==> config.mk <==
export PLATFORM = sky130hd
export DESIGN_NAME = axi_lite_req_arbiter_flat
export DESIGN_NICKNAME = d
export VERILOG_FILES = /design/src/rtl/axi_lite_pkg.sv /design/src/rtl/axi_lite_req_arbiter_if.sv /design/src/rtl/rr_arbiter.sv /design/src/rtl/axi_lite_req_arbiter.sv /design/src/flat_wrapper.sv
export SDC_FILE = /design/constraint.sdc
export NUM_CORES = 1
export LEC_CHECK = 0
export CAP_MARGIN = 40
export CORE_AREA = 2 2 162 164
export DETAILED_ROUTE_END_ITERATION = 10
export DIE_AREA = 0 0 164 166
export PLACE_DENSITY = 0.7
export SLEW_MARGIN = 25
export SYNTH_ARGS = -nofsm -noshare
export SYNTH_HDL_FRONTEND = slang
export SYNTH_HIERARCHICAL = 1
export SYNTH_SLANG_ARGS = --single-unit
==> constraint.sdc <==
create_clock -name ACLK -period 4.1 [get_ports ACLK]
set_input_delay 0.615 -clock ACLK [delete_from_list [all_inputs] [get_ports ACLK]]
set_output_delay 0.615 -clock ACLK [all_outputs]
set_load 0.05 [all_outputs]
==> src/rtl/axi_lite_pkg.sv <==
// Shared AXI4-Lite definitions: response codes and the request-arbiter FSM states.
package axi_lite_pkg;

    localparam logic [1:0] RESP_OKAY   = 2'b00;
    localparam logic [1:0] RESP_EXOKAY = 2'b01;
    localparam logic [1:0] RESP_SLVERR = 2'b10;
    localparam logic [1:0] RESP_DECERR = 2'b11;

    typedef enum logic [1:0] {
        IDLE   = 2'd0,
        LAUNCH = 2'd1,
        WAIT   = 2'd2,
        RESP   = 2'd3
    } arb_state_t;

endpackage

==> src/rtl/axi_lite_req_arbiter_if.sv <==
// Link between the request arbiter and axi4_lite_master: launch strobes, latched
// address/data, and the observed R/B channel handshakes used to detect completion.
interface axi_lite_req_arbiter_if #(
    parameter int ADDRESS    = 32,
    parameter int DATA_WIDTH = 32
);
    logic                  START_READ;
    logic                  START_WRITE;
    logic [ADDRESS-1:0]    address;
    logic [DATA_WIDTH-1:0] W_data;
    logic                  mon_rvalid;
    logic                  mon_rready;
    logic [DATA_WIDTH-1:0] mon_rdata;
    logic [1:0]            mon_rresp;
    logic                  mon_bvalid;
    logic                  mon_bready;
    logic [1:0]            mon_bresp;

    modport master (
        output START_READ, START_WRITE, address, W_data,
        input  mon_rvalid, mon_rready, mon_rdata, mon_rresp,
        input  mon_bvalid, mon_bready, mon_bresp
    );

    modport slave (
        input  START_READ, START_WRITE, address, W_data,
        output mon_rvalid, mon_rready, mon_rdata, mon_rresp,
        output mon_bvalid, mon_bready, mon_bresp
    );
endinterface

==> src/rtl/rr_arbiter.sv <==
// Combinational round-robin pick: first asserted request at or after ptr, wrapping.
module rr_arbiter #(
    parameter int NUM_REQ = 4,
    localparam int IDX_W  = $clog2(NUM_REQ)
) (
    input  logic [NUM_REQ-1:0] req,
    input  logic [IDX_W-1:0]   ptr,
    output logic [NUM_REQ-1:0] gnt_onehot,
    output logic [IDX_W-1:0]   gnt_idx,
    output logic               any
);
    logic [IDX_W:0]   sum;
    logic [IDX_W-1:0] cand;

    // One extra bit on sum so ptr+k can be folded back below NUM_REQ for any NUM_REQ.
    always_comb begin
        gnt_onehot = '0;
        gnt_idx    = '0;
        any        = 1'b0;
        sum        = '0;
        cand       = '0;
        for (int k = 0; k < NUM_REQ; k++) begin
            sum = {1'b0, ptr} + (IDX_W + 1)'(k);
            if (sum >= (IDX_W + 1)'(NUM_REQ)) begin
                sum = sum - (IDX_W + 1)'(NUM_REQ);
            end
            cand = sum[IDX_W-1:0];
            if (!any && req[cand]) begin
                any              = 1'b1;
                gnt_idx          = cand;
                gnt_onehot[cand] = 1'b1;
            end
        end
    end
endmodule

==> src/rtl/axi_lite_req_arbiter.sv <==
// Shares one AXI4-Lite master among NUM_REQ requesters: round-robin accept, one-cycle
// START pulse, completion from the observed R/B handshake, one-cycle response strobe.
module axi_lite_req_arbiter
    import axi_lite_pkg::*;
#(
    parameter int NUM_REQ    = 4,
    parameter int ADDRESS    = 32,
    parameter int DATA_WIDTH = 32,
    localparam int IDX_W     = $clog2(NUM_REQ)
) (
    input  logic                          ACLK,
    input  logic                          ARESETN,
    input  logic [NUM_REQ-1:0]            req_valid,
    input  logic [NUM_REQ-1:0]            req_write,
    input  logic [NUM_REQ*ADDRESS-1:0]    req_addr,
    input  logic [NUM_REQ*DATA_WIDTH-1:0] req_wdata,
    output logic [NUM_REQ-1:0]            req_ready,
    output logic [NUM_REQ-1:0]            rsp_valid,
    output logic [DATA_WIDTH-1:0]         rsp_rdata,
    output logic [1:0]                    rsp_resp,
    axi_lite_req_arbiter_if.master        m_if,
    output logic                          busy,
    output logic [IDX_W-1:0]              grant_id
);
    arb_state_t            state;
    logic [IDX_W-1:0]      rr_ptr;
    logic                  lat_write;
    logic [NUM_REQ-1:0]    arb_onehot;
    logic [IDX_W-1:0]      arb_idx;
    logic                  arb_any;
    logic [NUM_REQ-1:0]    grant_onehot;
    logic                  r_done;
    logic                  b_done;
    logic [ADDRESS-1:0]    addr_arr  [NUM_REQ];
    logic [DATA_WIDTH-1:0] wdata_arr [NUM_REQ];

    for (genvar i = 0; i < NUM_REQ; i++) begin : g_unpack
        assign addr_arr[i]  = req_addr[i*ADDRESS +: ADDRESS];
        assign wdata_arr[i] = req_wdata[i*DATA_WIDTH +: DATA_WIDTH];
    end

    rr_arbiter #(.NUM_REQ(NUM_REQ)) u_rr (
        .req        (req_valid),
        .ptr        (rr_ptr),
        .gnt_onehot (arb_onehot),
        .gnt_idx    (arb_idx),
        .any        (arb_any)
    );

    // Gated by ARESETN so the accept strobe is silent while reset is held.
    assign req_ready    = (ARESETN && state == IDLE) ? arb_onehot : '0;
    assign busy         = (state != IDLE);
    assign grant_onehot = {{(NUM_REQ-1){1'b0}}, 1'b1} << grant_id;
    assign r_done       = m_if.mon_rvalid && m_if.mon_rready;
    assign b_done       = m_if.mon_bvalid && m_if.mon_bready;

    always_ff @(posedge ACLK or negedge ARESETN) begin
        if (!ARESETN) begin
            state            <= IDLE;
            rr_ptr           <= '0;
            lat_write        <= 1'b0;
            grant_id         <= '0;
            m_if.address     <= '0;
            m_if.W_data      <= '0;
            m_if.START_READ  <= 1'b0;
            m_if.START_WRITE <= 1'b0;
            rsp_valid        <= '0;
            rsp_rdata        <= '0;
            rsp_resp         <= RESP_OKAY;
        end else begin
            m_if.START_READ  <= 1'b0;
            m_if.START_WRITE <= 1'b0;
            rsp_valid        <= '0;
            case (state)
                IDLE: begin
                    if (arb_any) begin
                        grant_id         <= arb_idx;
                        lat_write        <= req_write[arb_idx];
                        m_if.address     <= addr_arr[arb_idx];
                        m_if.W_data      <= wdata_arr[arb_idx];
                        m_if.START_WRITE <= req_write[arb_idx];
                        m_if.START_READ  <= !req_write[arb_idx];
                        state            <= LAUNCH;
                    end
                end
                LAUNCH: state <= WAIT;
                // Only the handshake matching the latched direction ends the transfer.
                WAIT: begin
                    if (lat_write ? b_done : r_done) begin
                        rsp_valid <= grant_onehot;
                        rsp_resp  <= lat_write ? m_if.mon_bresp : m_if.mon_rresp;
                        rsp_rdata <= lat_write ? '0 : m_if.mon_rdata;
                        state     <= RESP;
                    end
                end
                RESP: begin
                    rr_ptr <= (grant_id == IDX_W'(NUM_REQ - 1)) ? '0 : grant_id + 1'b1;
                    state  <= IDLE;
                end
                default: state <= IDLE;
            endcase
        end
    end
endmodule

==> src/flat_wrapper.sv <==
// flat-port wrapper written by rule: the top's interface ports become plain ports
module axi_lite_req_arbiter_flat import axi_lite_pkg::*;
#(
    parameter int NUM_REQ    = 4,
    parameter int ADDRESS    = 32,
    parameter int DATA_WIDTH = 32,
    localparam int IDX_W     = $clog2(NUM_REQ)
)
  (ACLK, ARESETN, req_valid, req_write, req_addr, req_wdata, req_ready, rsp_valid, rsp_rdata, rsp_resp, busy, grant_id, m_if_START_READ, m_if_START_WRITE, m_if_address, m_if_W_data, m_if_mon_rvalid, m_if_mon_rready, m_if_mon_rdata, m_if_mon_rresp, m_if_mon_bvalid, m_if_mon_bready, m_if_mon_bresp);
  axi_lite_req_arbiter_if #(.ADDRESS(ADDRESS), .DATA_WIDTH(DATA_WIDTH)) m_if_i ();
  input  logic ACLK;
  input  logic ARESETN;
  input  logic [NUM_REQ-1:0] req_valid;
  input  logic [NUM_REQ-1:0] req_write;
  input  logic [NUM_REQ*ADDRESS-1:0] req_addr;
  input  logic [NUM_REQ*DATA_WIDTH-1:0] req_wdata;
  output logic [NUM_REQ-1:0] req_ready;
  output logic [NUM_REQ-1:0] rsp_valid;
  output logic [DATA_WIDTH-1:0] rsp_rdata;
  output logic [1:0] rsp_resp;
  output logic busy;
  output logic [IDX_W-1:0] grant_id;
  output wire logic [$bits(m_if_i.START_READ)-1:0] m_if_START_READ;
  output wire logic [$bits(m_if_i.START_WRITE)-1:0] m_if_START_WRITE;
  output wire logic [$bits(m_if_i.address)-1:0] m_if_address;
  output wire logic [$bits(m_if_i.W_data)-1:0] m_if_W_data;
  input wire logic [$bits(m_if_i.mon_rvalid)-1:0] m_if_mon_rvalid;
  input wire logic [$bits(m_if_i.mon_rready)-1:0] m_if_mon_rready;
  input wire logic [$bits(m_if_i.mon_rdata)-1:0] m_if_mon_rdata;
  input wire logic [$bits(m_if_i.mon_rresp)-1:0] m_if_mon_rresp;
  input wire logic [$bits(m_if_i.mon_bvalid)-1:0] m_if_mon_bvalid;
  input wire logic [$bits(m_if_i.mon_bready)-1:0] m_if_mon_bready;
  input wire logic [$bits(m_if_i.mon_bresp)-1:0] m_if_mon_bresp;
  assign m_if_START_READ = m_if_i.START_READ;
  assign m_if_START_WRITE = m_if_i.START_WRITE;
  assign m_if_address = m_if_i.address;
  assign m_if_W_data = m_if_i.W_data;
  assign m_if_i.mon_rvalid = m_if_mon_rvalid;
  assign m_if_i.mon_rready = m_if_mon_rready;
  assign m_if_i.mon_rdata = m_if_mon_rdata;
  assign m_if_i.mon_rresp = m_if_mon_rresp;
  assign m_if_i.mon_bvalid = m_if_mon_bvalid;
  assign m_if_i.mon_bready = m_if_mon_bready;
  assign m_if_i.mon_bresp = m_if_mon_bresp;
  axi_lite_req_arbiter #(.NUM_REQ(NUM_REQ), .ADDRESS(ADDRESS), .DATA_WIDTH(DATA_WIDTH)) u_core (.ACLK(ACLK), .ARESETN(ARESETN), .req_valid(req_valid), .req_write(req_write), .req_addr(req_addr), .req_wdata(req_wdata), .req_ready(req_ready), .rsp_valid(rsp_valid), .rsp_rdata(rsp_rdata), .rsp_resp(rsp_resp), .m_if(m_if_i), .busy(busy), .grant_id(grant_id));
endmodule
# After elaboration in Yosys (flattened, before gate mapping)
# Cells that the tools add are included.
[totals]
register_bits = 111
[op_classes]
n_mux = 54
add_sub_neg = 8
n_eq_ne = 6
n_lt_le_gt_ge = 14
shift = 1
n_reduce_logical = 19
bitwise_logic = 4
[ops]
columns = ["operator", "count"]
rows = [
  ["$mux 32", 5],
  ["$bmux 32 s2", 2],
  ["$mux 4", 7],
  ["$mux 2", 12],
  ["$mux 1", 18],
  ["$lt 2x3->1 const B", 5],
  ["$ge 3x3->1 const B", 4],
  ["$or 4x4->4", 3],
  ["$bmux 1 s2", 5],
  ["$logic_and 1x1->1", 10],
  ["$demux 1 s2", 4],
  ["$ge 2x1->1 const B", 4],
  ["$pmux 2 s4", 1],
  ["$sub 2x1->2 const B", 4],
  ["$add 2x2->3 const B", 2],
  ["$eq 2x2->1 const B", 3],
  ["$reduce_and 2->1", 3],
  ["$logic_not 1->1", 4],
  ["$ne 2x1->1 const B", 2],
  ["$shl 1x2->4 const A", 1],
  ["$add 2x1->3 const B", 1],
  ["$ge 2x3->1 const B", 1],
  ["$not 2->3", 1],
  ["$add 2x1->2 const B", 1],
  ["other kinds (3)", 3],
]

# Depth between registers and ports, before layout
# Gate-level depths: netlist (run 1).
[logic_depth]
word_depth = 19
ltp_mapped = 12

# Modules after synthesis
# Netlist (run 1), hierarchy kept.
[by_module_without_submodules]
columns = ["mod", "instances", "area_each_um2", "cells_per_inst", "seq_area_each_um2"]
rows = [
  ["axi_lite_req_arbiter", 1, 6085.8, 377, 2777.7],
  ["rr_arbiter", 1, 421.7, 45, 0.0],
]

# Worst setup path before layout (run 1)
# OpenSTA, ideal clock, no wires.
[synth_timing]
kind = "register to register"
startpoint = "register u_core.rr_ptr[0]"
endpoint = "register u_core.m_if.W_data[10]"
period_less_slack_ps = 3120
path_stages_with_launch = 13
setup_slack_ps = 980
t_arrival_ps = 2995
cell_sequence = "dfrtp_1 > buf_6 > inv_1 > ha_1 > mux4_2 > buf_6 > and2b_2 > o21ai_0 > o31ai_1 > buf_6 > buf_12 > mux4_2 > mux2_2"
[synth_between]
elab_chain_len = 18
[synth_rtl]
columns = ["item", "line_no", "rtl"]
rows = [
  ["from (decl)", "axi_lite_req_arbiter.sv:26", "logic [IDX_W-1:0] rr_ptr;"],
  ["from (signal assigned)", "axi_lite_req_arbiter.sv:97", "rr_ptr <= (grant_id == IDX_W'(NUM_REQ - 1)) ? '0 : grant_id + 1'b1;"],
  ["branches (longest 13 deep; another with $add 2x1->3)", "--", ""],
  ["$mux 2 (*)", "rr_arbiter.sv:28", "if (!any && req[cand]) begin"],
  ["net u_core.arb_idx[0]", "axi_lite_req_arbiter.sv:29", "logic [IDX_W-1:0] arb_idx;"],
  ["$not 2->3 (not written as such) (*)", "axi_lite_req_arbiter.sv:80", "m_if.W_data <= wdata_arr[arb_idx];"],
  ["$bmux 32 s2 (*)", "axi_lite_req_arbiter.sv:80", ""],
  ["$mux 32 (not written as such) (*) (2 in series)", "axi_lite_req_arbiter.sv:80", ""],
  ["to (signal assigned)", "axi_lite_req_arbiter.sv:80", ""],
  ["to (decl)", "axi_lite_req_arbiter_if.sv:20", "output START_READ, START_WRITE, address, W_data,"],
]
# Mark *: on every way through the listed nets, which the timed path passes. The select of a mux whose other input is x is not followed.
# A chain may end at the register's enable or synchronous reset.

# Worst setup path after layout (run 1)
[layout_timing]
startpoint = "input port req_valid[3]"
endpoint = "output port req_ready[3]"
[layout_between]
elab_chain_len = 13
[layout_rtl]
columns = ["item", "line_no", "rtl"]
rows = [
  ["from (decl)", "flat_wrapper.sv:13", "input logic [NUM_REQ-1:0] req_valid;"],
  ["$bmux 1 s2", "rr_arbiter.sv:28", ""],
  ["$mux 1 (not written as such)", "rr_arbiter.sv:28", ""],
  ["$mux 1", "rr_arbiter.sv:28", ""],
  ["$logic_not 1->1", "rr_arbiter.sv:28", ""],
  ["$logic_and 1x1->1", "rr_arbiter.sv:28", ""],
  ["$mux 1", "rr_arbiter.sv:28", ""],
  ["$logic_not 1->1", "rr_arbiter.sv:28", ""],
  ["$logic_and 1x1->1", "rr_arbiter.sv:28", ""],
  ["$mux 1", "rr_arbiter.sv:28", ""],
  ["$logic_not 1->1", "rr_arbiter.sv:28", ""],
  ["$logic_and 1x1->1", "rr_arbiter.sv:28", ""],
  ["$mux 4 (*)", "rr_arbiter.sv:28", ""],
  ["net u_core.arb_onehot[3]", "axi_lite_req_arbiter.sv:28", "logic [NUM_REQ-1:0] arb_onehot;"],
  ["$mux 4 (*)", "axi_lite_req_arbiter.sv:51", "assign req_ready = (ARESETN && state == IDLE) ? arb_onehot : '0;"],
  ["to (decl)", "flat_wrapper.sv:17", "output logic [NUM_REQ-1:0] req_ready;"],
]
# Mark *: on every way through the listed nets, which the timed path passes. The rest lies on a longest branch. The select of a mux whose other input is x is not followed.

==> results of run 1 <==
==> Yosys cell counts, types with 2 or more instances <==
master | count | area (um2)
clkbuf_1 | 7 | 26.28
mux2_2 | 105 | 1182
buf_12 | 5 | 100.1
buf_1 | 3 | 11.26
and3_1 | 5 | 31.28
mux2i_1 | 2 | 20.02
o21ai_0 | 5 | 25.02
nor2b_1 | 34 | 212.7
buf_2 | 13 | 65.06
and2_1 | 5 | 31.28
nor2_1 | 5 | 18.77
mux4_2 | 67 | 1509
a22oi_1 | 8 | 60.06
nand2_1 | 3 | 11.26
ha_1 | 12 | 150.1
mux4_1 | 2 | 52.55
inv_1 | 9 | 33.78
buf_6 | 3 | 33.78
dfrtp_1 | 111 | 2778
nand2b_1 | 2 | 12.51
==> cell type report <==
cell class	instances	area, um2	share of cell area
inverters	9	33.78	0.002988
multi-input cells	270	3496	0.3092
flip-flops and latches	111	2778	0.2457
repair buffers	428	4299	0.3803
clock inverters	6	51.30	0.004537
well taps	335	419.2	0.03707
clock buffers	10	229.0	0.02025
==> state kept, by name (all words and copies together) (netlist names) <==
signal and cells:
u_core/m_if.address 32, u_core/rsp_resp 2, u_core/m_if.START_WRITE 1, u_core/rr_ptr 2, u_core/rsp_rdata 32, u_core/m_if.W_data 32
u_core/lat_write 1, u_core/state 2, u_core/m_if.START_READ 1, u_core/grant_id 2, u_core/rsp_valid 4
==> through the flow <==
| stage | power, mW | area [um2] | instances | setup slack [ns] | hold WS [ns] |
|---|---|---|---|---|---|
| 2_1_floorplan | 7.227 | 6507 | 422 | 0.9801 | 0.3194 |
| 6_report | 9.990 | 11310 | 1169 | 0.6681 | 0.1496 |
| 3_3_place_gp | 9.155 | 11000 | 1152 | 0.4618 | 0.4878 |
| 5_1_grt | 10.57 | 11310 | 1169 | 0.5998 | 0.1436 |
| 4_1_cts | 10.14 | 11280 | 1168 | 0.6919 | 0.1332 |
| 3_5_place_dp | 9.235 | 11000 | 1152 | 0.3933 | 0.4920 |
==> logic make-up after synthesis <==
family | after synthesis
muxes | 177
and+or+nand+nor | 60
DFF | 111
adders and majority gates | 12
AOI/OAI and AO/OA | 21
buffers and inverters | 41
==> per-layer routing <==
layer	global-route usage	share of wire
met5	0	0.00093
met2	0.2908	0.51
met4	0.05149	0.023
met3	0.05245	0.088
met1	0.1844	0.38
==> report_power, final <==
| group | total [mW] | internal (mW) | leakage [nW] | switching (mW) |
|---|---|---|---|---|
| clock | 0.857 | 0.425 | 0.140 | 0.432 |
| combinational | 7.19 | 3.34 | 2.94 | 3.85 |
| sequential | 1.94 | 1.65 | 1.34 | 0.293 |
| total | 9.99 | 5.41 | 4.43 | 4.58 |
==> worst min-delay path by stage <==
stage	to	cells after the start	slack, ns	startpoint
floorplan	u_core/grant_id[0]	0	0.32	ARESETN
global placement	u_core/m_if.W_data[20]	1	0.49	u_core/m_if.W_data[20]
detailed placement	u_core/m_if.W_data[29]	1	0.49	u_core/m_if.W_data[29]
CTS	u_core/m_if.W_data[21]	1	0.13	ARESETN
global route	u_core/m_if.W_data[30]	1	0.14	ARESETN
finish	u_core/m_if.W_data[21]	1	0.15	ARESETN
==> impl_metrics.json, run 1 <==
{
  "grt_pass1_wl_um": 33420,
  "synth_xor_xnor_area_share": 0,
  "setup_viol": 0,
  "rsz0062_at_grt": "false",
  "post_cts_buffers": 0,
  "startpoint": "req_valid[3]",
  "cp_top_family": "buffers and inverters",
  "dieArea_um2": 27220,
  "cp.depth": 7,
  "nets": 1147,
  "finalHoldViolations": 0,
  "critPathRequiredTime_ns": 3.48,
  "drc": 0,
  "drt-vias-per-instance": 4.646,
  "period_needed_ns": 3.432,
  "r2r_start": "u_core/rr_ptr[0]",
  "clockBufferDepth": 2,
  "path_class": "in -> out",
  "critical_path.max_fanout": 13,
  "synth_compound_area_frac": 0.02346,
  "synth_seq_cells": 111,
  "wire_per_inst_um": 19.41,
  "clock_sinks": 111,
  "fmax_mhz": 291.4,
  "synth-simple-area-share": 0.05749,
  "antenna_left": 0,
  "drive_above_1_share": 0.2518,
  "cts_tree": "built",
  "fp.dieW_um": 164,
  "p_per_area_nw_per_um2": 883.6,
  "grt_use_total": 0.1635,
  "synth_cell_types": 36,
  "cts_resized": 0,
  "post-route-period-util": 0.8371,
  "yosysSeqAreaShare": 0.4268,
  "cts-buffers-inserted": 9,
  "layout_common_cells": "411 x clkdlybuf4s50_1, 111 x dfrtp_1, 105 x mux2_2",
  "hold_buffers": 0,
  "io_pins": 417,
  "clkTransAtPathRegs_ns": 0.08,
  "clk_latency_ns": 0.35,
  "outcome": "finished clean",
  "dp_hpwl_um": 18280,
  "root_buffer": "clkbuf_16",
  "netlist_instances": 422,
  "critPathCaptureType": "output port",
  "totalWireLength_um": 22690,
  "synth_adder_area_share": 0.02307,
  "final_common_cell": "clkdlybuf4s50_1",
  "synth_edf_count": 0,
  "skew_ns": 0.01033,
  "synthToLayoutAreaGrowth_pct": 73.74,
  "core_area_um2": 25620,
  "arrival_ns": 2.82,
  "grt_pass1_vias": 5870,
  "ir_drop_v": 0.0005304,
  "portBuffers": 416,
  "nFillCells": 2331,
  "num_vias": 5431,
  "slowest_stage": "mux4_2",
  "grt_max_degree": 69,
  "synth.avg_cell_area_um2": 15.42,
  "muxShareOfSynthArea": 0.4265,
  "initial_core_util": 0.2540,
  "hold_class": "in -> async",
  "synth_top_family_by_area": "multiplexers",
  "fin_setup_tns_ns": 0,
  "grt_overflow": 0,
  "htree_levels": 3,
  "synth_nets": 740,
  "maxCapViolations": 0,
  "antenna_cells": 0,
  "gp_congestion": 0.8207,
  "r2r_end": "u_core/lat_write",
  "maxSlewViolCount": 0,
  "r2r.worst_path.cells": 8,
  "cpPeakStageDelay_ns": 0.66,
  "fin_util": 0.4414,
  "relSlewSlack": 0.5910,
  "synth_warnings": 6,
  "async_flop_share": 1.000,
  "cellLeakagePower_nw": 4.425,
  "synth_area_um2": 6507,
  "die_h_um": 166,
  "synth-main-ff-cell": "dfrtp_1",
  "dr.pass1.iters": 4,
  "crit_end": "req_ready[3]",
  "drt_iter0_markers": 200,
  "start_kind": "input port",
  "core.rowCount": 59,
  "crit_chain": "clkdlybuf4s50_1, mux4_2, nor4b_4, a22oi_1, o21ai_0, and3_1, buf_4",
  "antenna_found_initial": 2,
  "critical_path_buf_inv_count": 2,
  "regToRegSetupSlack_ns": 0.87,
  "worst_pin_slew_ns": 0.6116
}
Power figures use the tool's default switching activity.
==> run 2, diff against run 1 <==
==> constraint.sdc (replaced) <==
create_clock -name ACLK -period 3.3 [get_ports ACLK]
set_input_delay 0.495 -clock ACLK [delete_from_list [all_inputs] [get_ports ACLK]]
set_output_delay 0.495 -clock ACLK [all_outputs]
set_load 0.05 [all_outputs]
==> impl_metrics.json, run 2 (synthesis gave the netlist of run 1 again) <==
{
  "clk_latency_ns": 0.35,
  "skew_ns": 0.01132,
  "arrival_ns": 2.65,
  "nFillCells": 2368,
  "die_h_um": 166,
  "cellLeakagePower_nw": 4.518,
  "start_kind": "input port",
  "dr.pass1.iters": 6,
  "r2r_end": "u_core/m_if.W_data[10]",
  "seqCellArea_um2": 2778,
  "synthToLayoutAreaGrowth_pct": 77.24,
  "regToRegSetupSlack_ns": 0.34,
  "critical_path.max_fanout": 9,
  "post-route-period-util": 0.9541,
  "drt_iter0_markers": 233,
  "fmax_mhz": 317.6,
  "largestRegisters": "u_core/m_if.W_data: 32 flops, u_core/m_if.address: 32 flops, u_core/rsp_rdata: 32 flops",
  "dieArea_um2": 27220,
  "root_buffer": "clkbuf_16",
  "clock_sinks": 111,
  "gp_congestion": 0.8525,
  "grt_pass1_vias": 5864,
  "rsz0062_at_grt": "false",
  "nets": 1160,
  "grt_overflow": 0,
  "totalWireLength_um": 23400,
  "r2r_start": "u_core/rr_ptr[0]",
  "antenna_found_initial": 3,
  "initial_core_util": 0.2540,
  "ir_drop_v": 0.0004771,
  "wire_per_inst_um": 19.76,
  "io_pins": 417,
  "core.rowCount": 59,
  "grt_use_total": 0.1708,
  "critPathCaptureType": "output port",
  "whs_ns": 0.08042,
  "finalHoldViolations": 0,
  "relSlewSlack": 0.6136,
  "setup_viol": 0,
  "drive_above_1_share": 0.2645,
  "fin_setup_tns_ns": 0,
  "fp.dieW_um": 164,
  "clkTransAtPathRegs_ns": 0.08,
  "maxSlewViolCount": 0,
  "portBuffers": 416,
  "core_area_um2": 25620,
  "cts_tree": "built",
  "num_vias": 5460,
  "period_needed_ns": 3.149,
  "p_per_area_nw_per_um2": 1111,
  "drc": 0,
  "multi_input_area_um2": 3508,
  "grt_pass1_wl_um": 34800,
  "clockBufferDepth": 2,
  "worst_pin_slew_ns": 0.5777,
  "r2r.worst_path.cells": 8,
  "critPathRequiredTime_ns": 2.80,
  "path_class": "in -> out",
  "dp_hpwl_um": 18860,
  "outcome": "finished clean",
  "htree_levels": 3,
  "antenna_left": 0,
  "cts-buffers-inserted": 9,
  "maxCapViolations": 0,
  "hold_class": "in -> async",
  "fin_util": 0.4503,
  "grt_max_degree": 87,
  "layout_common_cells": "411 x clkdlybuf4s50_1, 111 x dfrtp_1, 105 x mux2_2",
  "drt-vias-per-instance": 4.611,
  "final_common_cell": "clkdlybuf4s50_1"
}
## run 2: repair_timing
item	in CTS	in global routing
setup endpoints to repair	1	4
gates resized for setup	0	2
hold buffers	0	0
buffers inserted	1	0
## run 2: worst max-delay path by stage
stage	start	end	slack, ns	depth (start not counted)
floorplan	u_core/rr_ptr[0]	u_core/m_if.W_data[10]	0.18	12
global placement	req_valid[3]	u_core/m_if.W_data[10]	-0.07	8
detailed placement	req_valid[3]	u_core/m_if.address[19]	-0.12	8
CTS	u_core/rr_ptr[1]	req_ready[3]	0.1	10
global route	u_core/rr_ptr[0]	req_ready[3]	0.03	9
finish	req_valid[3]	req_ready[3]	0.15	9
## run 2: per-layer routing
metal  vias to the layer above  wire (um)  global-route usage
met5                         -         27                   0
li1                       2459          -                   -
met3                        31       1896             0.04870
met2                       262      12190              0.3034
met4                         4        552             0.05912
met1                      2704       8732              0.1945
## run 2: where the power goes
part	total (mW)	internal, mW	leakage (nW)	switching [mW]
combinational	9.24	4.42	3.03	4.82
sequential	2.42	2.04	1.34	0.373
clock	1.15	0.603	0.146	0.552
## run 2: per-stage QoR
step	setup WS (ns)	std cells	total power, mW	instance area [um2]
after detailed placement	-0.1160	1165	11.76	11200
after global placement	-0.06515	1165	11.65	11200
after global routing	0.02720	1183	13.53	11530
after CTS	0.09708	1182	12.99	11510
final	0.1515	1184	12.81	11530
after floorplan	0.1801	422	8.979	6507
## run 2: final cells by class
type,instances,area share
diodes,2,0.0004339
clock buffers,10,0.01985
clock inverters,6,0.006943
inverters,9,0.002929
multi-input cells,270,0.3042
flip-flops and latches,111,0.2408
well taps,335,0.03634
repair buffers,441,0.3885
## run 2: critical path: stages
cell             delay (ns)
clkdlybuf4s50_1        0.49
mux4_2                 0.51
buf_4                  0.19
nor4b_4                0.27
buf_4                  0.17
a22oi_1                0.06
o21ai_0                0.08
and3_1                 0.23
buf_12                 0.15
